File: config.mk
export PLATFORM = sky130hd
export DESIGN_NAME = rate_divider_multi
export DESIGN_NICKNAME = d
export VERILOG_FILES = /design/src/rtl/rate_div_pkg.sv /design/src/rtl/rate_div_core.sv /design/src/rtl/rate_divider_multi.sv
export SDC_FILE = /design/constraint.sdc
export NUM_CORES = 1
export LEC_CHECK = 0
export BUFFER_PORTS_ARGS = -buffer_cell sky130_fd_sc_hd__buf_2
export CORE_MARGIN = 2
export CORE_UTILIZATION = 50
export CTS_BUF_LIST = sky130_fd_sc_hd__clkbuf_4 sky130_fd_sc_hd__clkbuf_8
export CTS_CLUSTER_SIZE = 14
export DETAILED_ROUTE_END_ITERATION = 10
export PLACE_DENSITY = 0.67
export SLEW_MARGIN = 40
export SYNTH_ARGS = -nofsm -noshare
export SYNTH_HDL_FRONTEND = slang
export SYNTH_SLANG_ARGS = --single-unit
File: constraint.sdc
create_clock -name clkin -period 6.1 [get_ports clkin]
set_clock_uncertainty 0.15 [all_clocks]
set_input_delay 0.305 -clock clkin [delete_from_list [all_inputs] [get_ports clkin]]
set_output_delay 0.305 -clock clkin [all_outputs]
set_load 0.05 [all_outputs]
File: src/rtl/rate_div_pkg.sv
// Shared speed-level constants and default terminal counts
// for the multi-rate tick divider.
package rate_div_pkg;

  localparam logic [1:0] SPEED_SLOWER  = 2'd0;
  localparam logic [1:0] SPEED_NORMAL  = 2'd1;
  localparam logic [1:0] SPEED_FASTER  = 2'd2;
  localparam logic [1:0] SPEED_EXTREME = 2'd3;

  localparam int unsigned DEF_DIV0 = 3555555;
  localparam int unsigned DEF_DIV1 = 1777777;
  localparam int unsigned DEF_DIV2 = 888888;
  localparam int unsigned DEF_DIV3 = 555555;

  function automatic bit div_fits(
    input longint unsigned div,
    input int unsigned     w
  );
    return (w >= 63) || (div < (64'd1 << w));
  endfunction

endpackage

File: src/rtl/rate_div_core.sv
// Phase counter: counts enabled edges up to a terminal value,
// then wraps to zero. Knows nothing about speed levels.
module rate_div_core #(
  parameter int unsigned CNT_W = 24
) (
  input  logic             clk_i,
  input  logic             rst_i,
  input  logic             clr_i,
  input  logic             en_i,
  input  logic [CNT_W-1:0] div_i,
  output logic             term_o
);

  logic [CNT_W-1:0] count_q;
  logic [CNT_W-1:0] count_d;

  assign term_o = (count_q == div_i);

  always_comb begin
    count_d = count_q;
    if (clr_i) begin
      count_d = '0;
    end else if (en_i) begin
      count_d = term_o ? '0 : count_q + 1'b1;
    end
  end

  always_ff @(posedge clk_i) begin
    if (rst_i) count_q <= '0;
    else       count_q <= count_d;
  end

endmodule

File: src/rtl/rate_divider_multi.sv
// Four-level tick divider: level mux, boundary-aligned speed
// change with acknowledge, and a wrapping tick counter.
module rate_divider_multi
  import rate_div_pkg::*;
#(
  parameter int unsigned CNT_W       = 24,
  parameter int unsigned DIV0        = DEF_DIV0,
  parameter int unsigned DIV1        = DEF_DIV1,
  parameter int unsigned DIV2        = DEF_DIV2,
  parameter int unsigned DIV3        = DEF_DIV3,
  parameter logic [1:0]  DEFAULT_SEL = SPEED_NORMAL,
  parameter int unsigned TICK_W      = 8
) (
  input  logic              clkin,
  input  logic              reset,
  input  logic              en,
  input  logic              restart,
  input  logic [1:0]        speed_sel,
  output logic              clkout,
  output logic              speed_ack,
  output logic [1:0]        active_speed,
  output logic [TICK_W-1:0] tick_count
);

  if (!(div_fits(DIV0, CNT_W) && div_fits(DIV1, CNT_W) &&
        div_fits(DIV2, CNT_W) && div_fits(DIV3, CNT_W)))
  begin : g_bad_div
    $error("rate_divider_multi: a DIVn does not fit in CNT_W");
  end

  localparam logic [CNT_W-1:0] D0 = CNT_W'(DIV0);
  localparam logic [CNT_W-1:0] D1 = CNT_W'(DIV1);
  localparam logic [CNT_W-1:0] D2 = CNT_W'(DIV2);
  localparam logic [CNT_W-1:0] D3 = CNT_W'(DIV3);

  logic [1:0]        active_q, active_d;
  logic              clkout_q, clkout_d;
  logic              ack_q, ack_d;
  logic [TICK_W-1:0] tick_q, tick_d;

  logic [CNT_W-1:0] div_sel;
  logic             term;
  logic             pending;
  logic             core_clr;

  always_comb begin
    div_sel = D0;
    unique case (active_q)
      SPEED_SLOWER:  div_sel = D0;
      SPEED_NORMAL:  div_sel = D1;
      SPEED_FASTER:  div_sel = D2;
      SPEED_EXTREME: div_sel = D3;
      default:       div_sel = D0;
    endcase
  end

  assign pending  = (speed_sel != active_q);
  // An idle-edge level change restarts the period from zero.
  assign core_clr = restart | (~en & pending);

  rate_div_core #(
    .CNT_W (CNT_W)
  ) u_core (
    .clk_i  (clkin),
    .rst_i  (reset),
    .clr_i  (core_clr),
    .en_i   (en),
    .div_i  (div_sel),
    .term_o (term)
  );

  always_comb begin
    clkout_d = 1'b0;
    ack_d    = 1'b0;
    active_d = active_q;
    tick_d   = tick_q;
    if (restart) begin
      tick_d = '0;
    end else if (!en) begin
      if (pending) begin
        active_d = speed_sel;
        ack_d    = 1'b1;
      end
    end else if (term) begin
      clkout_d = 1'b1;
      tick_d   = tick_q + 1'b1;
      if (pending) begin
        active_d = speed_sel;
        ack_d    = 1'b1;
      end
    end
  end

  always_ff @(posedge clkin) begin
    if (reset) begin
      active_q <= DEFAULT_SEL;
      clkout_q <= 1'b0;
      ack_q    <= 1'b0;
      tick_q   <= '0;
    end else begin
      active_q <= active_d;
      clkout_q <= clkout_d;
      ack_q    <= ack_d;
      tick_q   <= tick_d;
    end
  end

  assign clkout       = clkout_q;
  assign speed_ack    = ack_q;
  assign active_speed = active_q;
  assign tick_count   = tick_q;

endmodule

==> summary.md, run 1 <==
| Metric | Value |
|---|---|
| EDFF count, synth | `0` |
| Largest net degree at the start of global routing | `27` |
| Leak | `0.7501 nW` |
| Max clock buf depth | `2` |
| Reg clk slew, reported paths | `70 ps` |
| Clock root buffer | `clkbuf_8` |
| Initial DRC Count | `68` |
| Worst skew pair latency | `300 ps` |
| Post-route clock period utilization | `49.46%` |
| Critical path peak fanout | `24` |
| Setup Buffers After CTS | `0` |
| F_max | `0.3315 GHz` |
| Initial Util | `52.27%` |
| Cts repair resizes | `0` |
| Layout area overhead | `10.04%` |
| Cts bufs inserted | `5` |
| Die height | `68.90 um` |
| Required time of the worst setup path | `6160 ps` |
| Vias | `1779` |
| Residual DRC | `0` |
| Fin. max-slew vios | `0` |
| Final Critical Period | `3017 ps` |
| Final Hold Fails | `0` |
| Vias in the first global route | `1626` |
| Initial antenna violation count | `0` |
| Synth Cell Area | `2106 sq um` |
| Sequential area share after synthesis | `34.22%` |
| Pre-antenna DRT Iters | `4` |
| IO Count | `18` |
| Power per cell area | `217.7 nW/um^2` |
| Synth Area per Inst | `8.848 sq um` |
| Remaining Overflow, GRT | `0` |
| Post-synth top area share | `34.22%` |
| Hold Slack | `160.8 ps` |
| Max-Cap Viols | `0` |
| Num rows | `23` |
| First-pass GRT wire length | `7810 um` |
| Core footprint | `4029 sq um` |
| Async SR Flop Fraction | `0%` |
| Layout cells sized above 1 | `13.71%` |
| Final ANT Viol Nets | `0` |
| Filler instances | `371` |
| Routed length per instance | `15.61 um` |
| DIE WIDTH | `68.90 um` |
| WP data arrival | `3080 ps` |
| Port Buffers | `17` |
| Synthesis Warnings | `0` |
| Hold Path Class | `in2reg` |
| RSZ-0062 raised after global routing | `no` |
| HPWL after DPL | `3202 um` |
| Die area | `4747 sq um` |
| Run status | `completed` |
| Slew @ Worst Pin | `811.4 ps` |
| Synth area leader | `dfxtp_1` |
| Placed cell count | `290` |
| Yosys cell types | `45` |
| Antenna diodes | `0` |
| Synth area leaders | `dfxtp_1, xnor2_1, a211oi_1` |
| VDD IR-drop max | `0.0001316 V` |
| Final setup violating endpoints | `0` |
| Slew headroom | `45.77%` |
| Total global routing track utilization | `22.57%` |
| Clock tree from TritonCTS | `done` |
| Syn nets | `251` |
| Routed WL | `4653 um` |
| Nets | `260` |
| Crit path launch type | `register` |
| Critical path class | `reg2reg` |
| Yosys reg bits | `36` |
| Vias per cell | `5.970` |
| Primary FF master, synth | `dfxtp_1` |
| Setup crit end kind | `register` |
| Hold-fix buffers, CTS | `0` |
| Mapped Cells | `238` |
| GPL Wtd Cong | `0.7489` |
| H-tree depth | `2` |
| Layout Cells excl Fill | `298` |
| TritonCTS Sinks | `36` |
| TNS Setup | `0 ps` |
## layer usage
| layer | vias up | part of all wire, % | track usage [%] |
|---|---|---|---|
| met2 | 24 | 46 | 36.18 |
| met4 | 0 | 2.4 | 11.52 |
| met1 | 850 | 48 | 28.18 |
| met3 | 10 | 3.1 | 5.357 |
| li1 | 895 | - | - |
| met5 | - | 0 | 0 |
## registers in the layout, indices dropped and copies added, names as in the netlist
name            flops
speed_ack           1
active_speed        2
u_core.count_q     24
tick_count          8
clkout              1
## cell usage in the layout, fill, tap and decap left out, drive strengths merged, types with 3 or more instances in the layout
cell type | synthesis | layout
nor3 | 7 | 7
o41ai | 3 | 3
o311ai | 3 | 3
o21ai | 3 | 3
a211oi | 23 | 23
nand4 | 7 | 7
nand2 | 19 | 19
or3 | 9 | 9
clkbuf | 11 | 7
nor2b | 3 | 3
nand3 | 11 | 11
nor4 | 6 | 6
xor2 | 5 | 5
or2 | 3 | 3
dfxtp | 36 | 36
inv | 10 | 10
mux2i | 8 | 8
nor2 | 15 | 15
ha | 7 | 7
xnor2 | 21 | 21
buf | 4 | 17
nand2b | 3 | 3
## through the flow
stage | total power [W] | util [%] | instance area (sq um) | setup WS [ps]
2_1_floorplan | 0.0002677 | - | 2106 | 3383
3_3_place_gp | 0.0002758 | 54.19 | 2183 | 2929
3_5_place_dp | 0.0002765 | 54.38 | 2191 | 3098
4_1_cts | 0.0005105 | 57.52 | 2317 | 3047
5_1_grt | 0.0005202 | 57.52 | 2317 | 2848
6_report | 0.0005043 | 57.52 | 2317 | 3083
## cell usage after synthesis, drive strengths merged (3+ instances only)
cell type,count
nand2,19
nand3,11
xor2,5
o311ai,3
mux2i,8
clkbuf,11
buf,4
a211oi,23
dfxtp,36
xnor2,21
nor2b,3
nand4,7
o21ai,3
nand2b,3
ha,7
o41ai,3
nor3,7
nor4,6
or3,9
or2,3
nor2,15
inv,10
## worst max-delay path, stage by stage (launching register included)
cell and delay (ps):
dfxtp_1 480, inv_1 130, ha_1 210, or4b_1 500, a22oi_1 150, nand2_1 360
o21ai_4 670, nor3b_1 270
## power by group
| part | switching (W) | internal (W) |
|---|---|---|
| Clock | 0.0000889 | 0.000144 |
| Combinational | 0.0000237 | 0.00000962 |
| Sequential | 0.00000183 | 0.000236 |
| Total | 0.000114 | 0.000390 |
## area by class of cell
cell class	count	area (sq um)	share of cell area [%]
clock buffers	7	96.34	4.158
clock inverters	1	30.03	1.296
inverters	10	37.54	1.620
multi-input cells	177	1285	55.45
flip-flops and latches	36	720.7	31.10
well taps	50	62.56	2.700
repair buffers	17	85.08	3.672
## path summary, 6_finish.rpt
path	startpoint	endpoint	slack (ps)	depth (start not counted)
setup / recovery	active_speed[1]$_SDFFE_PP0P_	speed_ack$_SDFF_PP0_	3080	7
hold / removal	speed_sel[0]	active_speed[0]$_SDFFE_PP1P_	160	3
setup reg to reg	active_speed[1]$_SDFFE_PP0P_	speed_ack$_SDFF_PP0_	3080	7
hold reg to reg	tick_count[7]$_SDFFE_PP0P_	tick_count[7]$_SDFFE_PP0P_	330	2
## logic make-up (layout without fill, tap and decap cells)
group | after synthesis | after routing | synth area share [%]
fa+ha+maj | 7 | 7 | 4.159
buf+inv | 25 | 35 | 5.110
compound gates | 41 | 41 | 15.51
mux | 8 | 8 | 3.803
xor+xnor | 26 | 26 | 10.81
flops | 36 | 36 | 34.22
simple gates | 95 | 95 | 26.38
No activity file was read; power rests on OpenSTA's default activity.
==> inputs of run 2 (changes only) <==
--- a/config.mk
+++ b/config.mk
@@ -5,13 +5,14 @@
 export SDC_FILE = /design/constraint.sdc
 export NUM_CORES = 1
 export LEC_CHECK = 0
+export ABC_AREA = 1
 export BUFFER_PORTS_ARGS = -buffer_cell sky130_fd_sc_hd__buf_2
 export CORE_MARGIN = 2
 export CORE_UTILIZATION = 50
 export CTS_BUF_LIST = sky130_fd_sc_hd__clkbuf_4 sky130_fd_sc_hd__clkbuf_8
 export CTS_CLUSTER_SIZE = 14
 export DETAILED_ROUTE_END_ITERATION = 10
-export PLACE_DENSITY = 0.67
+export PLACE_DENSITY = 0.66
 export SLEW_MARGIN = 40
 export SYNTH_ARGS = -nofsm -noshare
 export SYNTH_HDL_FRONTEND = slang
==> constraint.sdc (replaced) <==
create_clock -name clkin -period 3.1 [get_ports clkin]
set_clock_uncertainty 0.15 [all_clocks]
set_input_delay 0.155 -clock clkin [delete_from_list [all_inputs] [get_ports clkin]]
set_output_delay 0.155 -clock clkin [all_outputs]
set_load 0.05 [all_outputs]
==> summary.md, run 2 <==
| Metric | Value |
|---|---|
| Post-route clock period utilization | `79.76% (was 49.46%)` |
| Critical path class | `reg2reg (unchanged)` |
| DIE WIDTH | `73.64 um (was 68.90 um)` |
| Crit path launch type | `register (unchanged)` |
| Reg clk slew, reported paths | `70 ps (about the same)` |
| Synth area leaders | `dfxtp_1, nand2_1, nor2_1 (was dfxtp_1, xnor2_1, a211oi_1)` |
| Slew headroom | `66.84% (was 45.77%)` |
| Die height | `73.64 um (was 68.90 um)` |
| Vias in the first global route | `2068 (was 1626)` |
| Routed wl met3 | `238 um (was 145 um)` |
| Synth Area per Inst | `6.483 sq um (was 8.848 sq um)` |
| Setup crit end kind | `register (unchanged)` |
| Leak | `1.164 nW (was 0.7501 nW)` |
| Mapped Cells | `374 (was 238)` |
| Most common library cells after synthesis | `nand2_1, nor2_1, inv_1 (was dfxtp_1, a211oi_1, xnor2_1)` |
| Hold Path Class | `in2reg (unchanged)` |
| Final Hold Fails | `0 (unchanged)` |
| Clock tree from TritonCTS | `done (unchanged)` |
| F_max | `0.4044 GHz (was 0.3315 GHz)` |
| RSZ-0062 raised after global routing | `no (unchanged)` |
| Max-Cap Viols | `0 (unchanged)` |
| Max clock buf depth | `2 (unchanged)` |
| Routed WL | `5776 um (was 4653 um)` |
| Hold-fix buffers, CTS | `3 (was 0)` |
| Clock root buffer | `clkbuf_8 (unchanged)` |
| Initial antenna violation count | `0 (unchanged)` |
| R2R Setup Slk | `630 ps (was 3080 ps)` |
| Commonest cells after routing, fill and taps aside | `nand2_1, nor2_1, inv_1 (was dfxtp_1, a211oi_1, xnor2_1)` |
| EDFF count, synth | `0 (unchanged)` |
| Top layer in use | `met4 (unchanged)` |
| Yosys reg bits | `36 (unchanged)` |
| Total global routing track utilization | `23.64% (was 22.57%)` |
| Port Buffers | `17 (unchanged)` |
| Sw Pwr | `0.0002354 W (was 0.0001144 W)` |
| Async SR Flop Fraction | `0% (unchanged)` |
| H-tree depth | `2 (unchanged)` |
| GPL Wtd Cong | `0.9365 (was 0.7489)` |
| Final ANT Viol Nets | `0 (unchanged)` |
| Vias per cell | `5.082 (was 5.970)` |
| VDD IR-drop max | `0.0002556 V (was 0.0001316 V)` |
| Initial DRC Count | `144 (was 68)` |
| Power per cell area | `338.9 nW/um^2 (was 217.7 nW/um^2)` |
| Combinational share of power | `10.8% (was 6.6%)` |
| HPWL after DPL | `4526 um (was 3202 um)` |
| Run status | `completed (unchanged)` |
| IO Count | `18 (unchanged)` |
| Cell Int Power | `0.0006576 W (was 0.0003900 W)` |
| Clk pwr share | `36.5% (was 46.2%)` |
| Nets | `408 (was 260)` |
| Post-Synth Adder-Cell Area | `3.612% (was 4.159%)` |
| WP data arrival | `2500 ps (was 3080 ps)` |
| Cts bufs inserted | `5 (unchanged)` |
| Antenna diodes | `0 (unchanged)` |
| Remaining Overflow, GRT | `0 (unchanged)` |
| Setup Buffers After CTS | `0 (unchanged)` |
| Syn nets | `387 (was 251)` |
| Largest net degree at the start of global routing | `20 (was 27)` |
| Slew @ Worst Pin | `493.6 ps (was 811.4 ps)` |
| Net Sw Frac | `26.36% (was 22.68%)` |
| Hold Slack | `7.394 ps (was 160.8 ps)` |
| Synth area leader | `dfxtp_1 (unchanged)` |
| Worst skew pair latency | `290 ps (was 300 ps)` |
| Main combinational cell family by area after synthesis | `simple AND/OR/NAND/NOR gates (unchanged)` |
| Synth Cell Area | `2425 sq um (was 2106 sq um)` |
| Post-synthesis compound-gate area fraction | `6.037% (was 15.51%)` |
| Max reg flops | `24 (unchanged)` |
| Post-synthesis mux area share | `0% (was 3.803%)` |
| Met2 wire len | `2549 um (was 2144 um)` |
| Die area | `5423 sq um (was 4747 sq um)` |
| Simple-gate share of the synthesized area | `44.74% (was 26.38%)` |
| Vias | `2282 (was 1779)` |
| Synthesis Warnings | `0 (unchanged)` |
| Final setup violating endpoints | `0 (unchanged)` |
| TNS Setup | `0 ps (unchanged)` |
| Pre-antenna DRT Iters | `4 (unchanged)` |
| Flop pwr share | `52.7% (was 47.2%)` |
| Layout area overhead | `8.669% (was 10.04%)` |
| M1 WL | `2871 um (was 2249 um)` |
| Required time of the worst setup path | `3130 ps (was 6160 ps)` |
| Fin. max-slew vios | `0 (unchanged)` |
| Num rows | `25 (was 23)` |
| Xor and xnor area share after synthesis | `5.779% (was 10.81%)` |
| Sequential area share after synthesis | `29.72% (was 34.22%)` |
| Most frequent cell after synthesis | `nand2_1 (was dfxtp_1)` |
| Core footprint | `4692 sq um (was 4029 sq um)` |
| Layout cells sized above 1 | `14.94% (was 13.71%)` |
| Residual DRC | `0 (unchanged)` |
| First-pass GRT wire length | `9680 um (was 7810 um)` |
| Critical path peak fanout | `19 (was 24)` |
| Initial Util | `51.68% (was 52.27%)` |
| Commonest non-fill, non-tap cell in the layout | `nand2_1 (was dfxtp_1)` |
| TritonCTS Sinks | `36 (unchanged)` |
| Primary FF master, synth | `dfxtp_1 (unchanged)` |
| Filler instances | `470 (was 371)` |
| Yosys cell types | `36 (was 45)` |
| Cts repair resizes | `0 (unchanged)` |
| Routed length per instance | `12.86 um (was 15.61 um)` |
| Post-synth top area share | `29.72% (was 34.22%)` |
| Biggest register | `u_core.count_q (unchanged)` |
| Final Critical Period | `2473 ps (was 3017 ps)` |
## run 2: final cells by class
type	count	area, sq um	share of cell area [%]
clock buffer	6	76.32	2.896
sequential	36	720.7	27.35
tap	54	67.56	2.564
clock inverter	1	5.005	0.1899
multi-input combinational	281	1459	55.37
timing repair buffer	20	115.1	4.368
inverter	51	191.4	7.265
## run 2: critical path, cell delays in order (launching register included)
cell and delay [ps]:
dfxtp_1 550, inv_2 150, ha_1 410, inv_1 90, nand2_1 110, nand2_1 70
nor2_2 90, nand4_1 100, nor2_2 160, nand2_2 110, nand2_4 270, nor2_1 80
## run 2: kinds of logic after synthesis
group,count (synthesis)
fa+ha+maj,7
compound gates,25
flops,36
simple gates,233
xor+xnor,16
buf+inv,57
## run 2: path summary, 6_finish.rpt
path,from,to,cells after the start
setup reg to reg,active_speed[1]$_SDFFE_PP0P_,u_core.count_q[23]$_SDFFE_PP0P_,11
hold reg to reg,tick_count[7]$_SDFFE_PP0P_,tick_count[7]$_SDFFE_PP0P_,2
hold / removal,restart,tick_count[0]$_SDFFE_PP0P_,4
setup / recovery,active_speed[1]$_SDFFE_PP0P_,u_core.count_q[23]$_SDFFE_PP0P_,11
## run 2: power groups by stage
stage	Sequential, W	Clock, W	Combinational, W
floorplan	0.000487	0	0.0000686
global placement	0.000480	0	0.0000927
detailed placement	0.000481	0	0.0000929
CTS	0.000470	0.000336	0.0000960
global route	0.000471	0.000350	0.000108
finish	0.000470	0.000326	0.0000964
## run 2: metrics by stage
stage	power (W)	std cells	cell area (sq um)	worst slack [ps]	utilization (%)
floorplan	0.0005552	374	2425	659.2	-
global route	0.0009290	449	2635	391.5	56.16
detailed placement	0.0005737	439	2524	643.8	53.79
CTS	0.0009020	449	2635	643.9	56.16
finish	0.0008930	449	2635	627.3	56.16
global placement	0.0005731	439	2524	763.8	53.79
## run 2: layer usage
metal	track usage [%]	up-vias
met1	32.55	1005
met5	0	-
li1	-	1229
met3	4.801	13
met2	36.81	35
met4	7.879	0
